**src/rtl/aes_block_loader.sv**
```systemverilog
// Byte-serial plaintext loader: assembles NBYTES bytes into one block, checks
// last-byte framing, and hands the block off over a valid/ready port.
module aes_block_loader #(
    parameter int NBYTES = 16,
    parameter int CW     = 16
) (
    input  logic                clk,
    input  logic                rst,
    input  logic                in_valid,
    output logic                in_ready,
    input  logic [7:0]          in_data,
    input  logic                in_last,
    output logic                out_valid,
    input  logic                out_ready,
    output logic [8*NBYTES-1:0] out_block,
    output logic                frame_err,
    output logic [CW-1:0]       blk_count
);

    localparam int BW   = 8 * NBYTES;
    localparam int CNTW = $clog2(NBYTES);

    localparam logic [CNTW-1:0] CNT_ONE  = CNTW'(1);
    localparam logic [CNTW-1:0] CNT_LAST = CNTW'(NBYTES - 1);
    localparam logic [CW-1:0]   BLK_ONE  = CW'(1);

    typedef enum logic {
        FILL = 1'b0,
        FULL = 1'b1
    } state_t;

    state_t          state_q, state_d;
    logic [CNTW-1:0] cnt_q, cnt_d;
    logic [BW-1:0]   buf_q, buf_d;
    logic            err_q, err_d;
    logic [CW-1:0]   blk_q, blk_d;

    logic accept;
    logic last_slot;

    // Handshake strobes decode purely from the state register, so out_ready
    // never reaches in_ready combinationally.
    assign in_ready  = (state_q == FILL);
    assign out_valid = (state_q == FULL);
    assign out_block = buf_q;
    assign frame_err = err_q;
    assign blk_count = blk_q;

    assign accept    = in_valid & in_ready;
    assign last_slot = (cnt_q == CNT_LAST);

    always_comb begin
        // NOTE: every next-state signal gets a default hold value first, so no
        // path through the case statement leaves one unassigned (no latches).
        state_d = state_q;
        cnt_d   = cnt_q;
        buf_d   = buf_q;
        err_d   = 1'b0;
        blk_d   = blk_q;

        unique case (state_q)
            FILL: begin
                if (accept) begin
                    buf_d = {buf_q[BW-9:0], in_data};
                    if (in_last && last_slot) begin
                        state_d = FULL;
                        cnt_d   = '0;
                    end else if (in_last || last_slot) begin
                        // Early or missing last: drop the frame and restart.
                        err_d = 1'b1;
                        cnt_d = '0;
                    end else begin
                        cnt_d = cnt_q + CNT_ONE;
                    end
                end
            end
            FULL: begin
                if (out_ready) begin
                    state_d = FILL;
                    blk_d   = blk_q + BLK_ONE;
                end
            end
            default: state_d = FILL;
        endcase
    end

    // NOTE: state registers use non-blocking assignments so every register
    // samples the pre-edge values regardless of statement order.
    always_ff @(posedge clk) begin
        if (rst) begin
            state_q <= FILL;
            cnt_q   <= '0;
            buf_q   <= '0;
            err_q   <= 1'b0;
            blk_q   <= '0;
        end else begin
            state_q <= state_d;
            cnt_q   <= cnt_d;
            buf_q   <= buf_d;
            err_q   <= err_d;
            blk_q   <= blk_d;
        end
    end

endmodule
```
**config.mk**
```make
export PLATFORM = sky130hd
export DESIGN_NAME = aes_block_loader
export DESIGN_NICKNAME = d
export VERILOG_FILES = /design/src/rtl/aes_block_loader.sv
export SDC_FILE = /design/constraint.sdc
export NUM_CORES = 1
export LEC_CHECK = 0
export BUFFER_PORTS_ARGS = -buffer_cell sky130_fd_sc_hd__buf_2
export CORE_MARGIN = 8
export CORE_UTILIZATION = 32
export DETAILED_ROUTE_END_ITERATION = 7
export GPL_ROUTABILITY_DRIVEN = 0
export SLEW_MARGIN = 10
export SYNTH_ARGS = -nofsm -noshare
export SYNTH_HDL_FRONTEND = slang
export SYNTH_SLANG_ARGS = --single-unit
```
**constraint.sdc**
```tcl
create_clock -name clk -period 1.4 [get_ports clk]
set_input_delay 0 -clock clk [delete_from_list [all_inputs] [get_ports clk]]
set_output_delay 0 -clock clk [all_outputs]
set_load 0.05 [all_outputs]
```
======== Yosys cells after proc, flatten, opt, wreduce, memory -nomap -nowiden ========
Index checks and enable logic that the tools add are counted.
storage, ports and cells
  output and inout bits ................... 147
  logic and storage cells ................. 23
  bits in registers ....................... 150
cells by class
  add/subtract/negate cells ............... 2
  mux-type cells .......................... 7
  equality and inequality tests ........... 1
  bitwise logic cells ..................... 3
  reduce and logical (&&, ||, !) cells .... 5
operators with widths
  cell                   number
  $add 16x1->16 const B  1
  $mux 4                 2
  $add 4x1->4 const B    1
  $eq 4x4->1 const B     1
  $mux 1                 4
  $reduce_and 2->1       2
  $reduce_or 4->1        1
  $not 1->1              2
  $pmux 1 s2             1
  $and 1x1->1            1
  $logic_and 1x1->1      1
  $logic_or 1x1->1       1

======== Longest topological paths before layout ========
  word-level depth ........................ 5
  mapped depth ............................ 7
  gate-level depth less buffers ........... 5

======== Least setup slack after synthesis ========
No wires, ideal clock.
  path kind ............................... reg-to-reg
  start point ............................. reg blk_q[7] (netlist: blk_count[7])
  end point ............................... reg blk_q[15] (netlist: blk_count[15])
  path slack .............................. -0.302 ns
  required time ........................... 1.279 ns
  arrival time ............................ 1.582 ns
  cell stages (with the launch flop) ...... 5
  period minus slack after synthesis ...... 1.702 ns
  cell sequence ........................... dfxtp_1 > nand4_4 > nor3_1 > nand4_1 > mux2_2
on the way
  cells in the longest elaborated chain, start to end .. 1
ends and longest elaborated chain
  element                 RTL line  text
  start, declared         36        logic [CW-1:0] blk_q, blk_d;
  start signal, assigned  101       blk_q <= blk_d;
  $add 16x1->16           80        blk_d = blk_q + BLK_ONE;
Every way passes these cells.
A chain may end at the register's enable or synchronous reset.

======== Worst setup path in the final report ========
  start point ............................. reg blk_q[0] (netlist: blk_count[0])
  end point ............................... reg blk_q[12] (netlist: blk_count[12])
Same word-level chain as after synthesis.

==> results.md <==
- Worst skew pair latency: 0.42 ns
- Die ar.: 21500 um^2
- Share of layout cells above drive strength 1: 0.277
- Ant. Diodes: 0
- Peak VDD IR: about 0.81 mV
- HPWL after detailed placement: ~10 mm
- Met2 usage in global routing: 0.210
- Clock root buffer: clkbuf_16
- Die height: between 100 and 150 um
- CTS tree: done
- F_max: 0.749 GHz
- Post-synth top area share: 0.550
- WHS Endpoint: out_block[16]
- Cell row count: 47
- Routed length per instance: 14.2 um
- CP Max Fanout: 7
- PwrDens: ~1300 nW/um^2
- Final hold violations: 0
- Initial antenna violation count: 0
- RSZ-0062 raised after global routing: true
- Initial DRC Count: 204
- Initial DRT Pass Iterations: 4
- First-pass GRT wire length: 24.4 mm
- Worst R2R End: blk_count[12]
- Clock skew: 0.00764 ns
- Vias: 4908
- Critical path type: register to register
- Nets: 843
- Hold Path Class: input pin to register
- Final setup vio count: 0
- Post-synth top cells: nand2_1, dfxtp_1, a21oi_1
- I/O pin total: 160
- Inserted Clock Buffers: 17
- Area Overhead vs Synth: 32.5%
- FFs w/ async S/R, synth: 0
- Unique masters post-synth: 31
- Register bit total from synthesis: 150
- Status: finished clean
- DR vias/cell: approximately 4.6
- Die X: 147 um
- Worst EP arrival: about 1.6 ns
- Hold_sp: in_valid
- Actual slew at the worst max-slew pin: 0.391 ns
- ANT nets after route: 0
- Htree depth: 4
- CP Data Required Time: about 1.7 ns
- GRT Util Overall: 0.138
- Most Crowded Layer GR: met2
- Synth area leaders: dfxtp_1, nand2_1, a21oi_1, buf_2, clkbuf_1
- CTS sink count: 150
- Core ar.: approximately 17000 um^2
- Total gr overflow: 0
- Vias in the first global route: 4670
- Cell Area, Synth: 5460 um^2
- Slew Limit Fails: 0
- Final cell count without fillers: 1060
- Max clock buf depth: 2
- R2r setup slk: 0.07 ns
- Leakage: around 3 nW
- Ys Warns: 0
- Fin crit share: 0.953
- Cells after DPL: 1016
- Syn Area/Cell: 8.11 um^2
- Residual DRC: 0
- Syn Nets: 688
- Most area-hungry cell type in the Yosys netlist: dfxtp_1
- Slew HR: 0.739
- Crit start category: register
- Reg2reg path depth: 5
- CTS clk-pin slew, worst paths: 0.06 ns
- Global routing usage on met1: 0.165
- Number of flops mapped to enable cells by yosys: 0
- CP Capture Type: register
- GR Layer Usage met3: 0.0692
- Max-cap viol count: 0
- Top_reg_cell synth: dfxtp_1
- Largest net degree at the start of global routing: 58
- Total power: between 0.009 and 0.01 W
- Setup TNS: 0 ns
- Mapped Cells: a little under 700
- Cell with the most instances after synthesis: nand2_1
- CTS resizes: 0
- Hold Path Stages: 4
- # port buffers: 159
- Critical register-to-register path startpoint: blk_count[0]
- Crit path time final: 1.33 ns
- Starting Density: 0.328
- Routed WL: 15.0 mm
- Register area share after synthesis: 0.550
==> metrics by stage <==
stage / instance area, um^2 / utilization / setup WS, ns / hold slack, ns
final: 7230 / 0.435 / 0.0657 / 0.0485
after global routing: 7230 / 0.435 / -0.0100 / 0.0583
after CTS: 7220 / 0.434 / 0.0651 / 0.0630
after detailed placement: 6540 / 0.393 / 0.0784 / 0.247
after global placement: 6540 / 0.393 / 0.0687 / 0.241
after floorplan: 5490 / - / -0.0496 / 0.136
==> metal layers <==
layer  wire, um  vias to the layer above
met5          0                        -
met3       1430                       13
met2       6700                      135
met4        147                        0
li1           -                     2495
met1       6730                     2265
==> timing repair <==
| action | 4_1_cts | 5_1_grt |
|---|---|---|
| hold buffers | 11 | 0 |
| setup buffers | 0 | 2 |
| setup endpoints to repair | 0 | 5 |
| hold endpoints to repair | 24 | 0 |
==> area by class of cell <==
class / instances / area [um^2]
fill: 1730 / 9410
sequential: 150 / 3030
multi-input combinational: 468 / 2190
timing repair buffer: 186 / 1140
clock buffer: 18 / 439
tap: 220 / 275
clock inverter: 13 / 131
inverter: 5 / 18.8
==> worst max-delay path: stages, from the launching register on <==
cell,delay (ns)
dfxtp_4,0.36
ha_1,0.18
nand3_2,0.16
nor4_4,0.32
xnor2_1,0.14
nor2_1,0.05
==> cells by family (layout without fill, tap and decap cells) <==
group / count (synthesis) / in the layout / share of synthesized area
flip-flops: 150 / 150 / 0.550
buffers and inverters: 55 / 222 / 0.0507
multiplexers: 1 / 1 / 0.00206
AO/OA/AOI/OAI: 140 / 140 / 0.129
XOR/XNOR: 13 / 13 / 0.0209
AND/OR/NAND/NOR: 312 / 312 / 0.242
adder cells (fa/ha/maj): 2 / 2 / 0.00458
==> state kept, by name (all words and copies together) (netlist names) <==
signal	count
frame_err	1
blk_count	16
out_valid	1
out_block	128
cnt_q	4
==> cell usage in the layout, fill, tap and decap left out, types with 8 or more instances in the layout <==
cell type      netlist  routed
a21oi_1            135     135
buf_12               0       9
buf_2               17     158
buf_4                9       8
clkbuf_16            0      17
dfxtp_1            150     135
dfxtp_2              0      10
dlygate4sd3_1        0      11
nand2_1            264     264
nor2_1              17      17
xnor2_1              9       9
==> power by group <==
group / switching, W / leakage (nW) / total [W] / internal (W)
registers: 0.0000210 / 1.22 / 0.00431 / 0.00429
logic: 0.000336 / 1.48 / 0.000467 / 0.000131
clock network: 0.00179 / 0.274 / 0.00444 / 0.00265
total: 0.00215 / 2.98 / 0.00922 / 0.00707
==> how the worst max path moves through the flow <==
stage            startpoint       endpoint  cells after the start
6_report       blk_count[0]  blk_count[12]                      5
5_1_grt        blk_count[0]  blk_count[12]                      5
4_1_cts        blk_count[0]  blk_count[12]                      5
3_5_place_dp   blk_count[0]  blk_count[12]                      5
3_3_place_gp   blk_count[0]  blk_count[12]                      5
2_1_floorplan  blk_count[7]  blk_count[15]                      4
No activity file was read; power rests on OpenSTA's default activity.
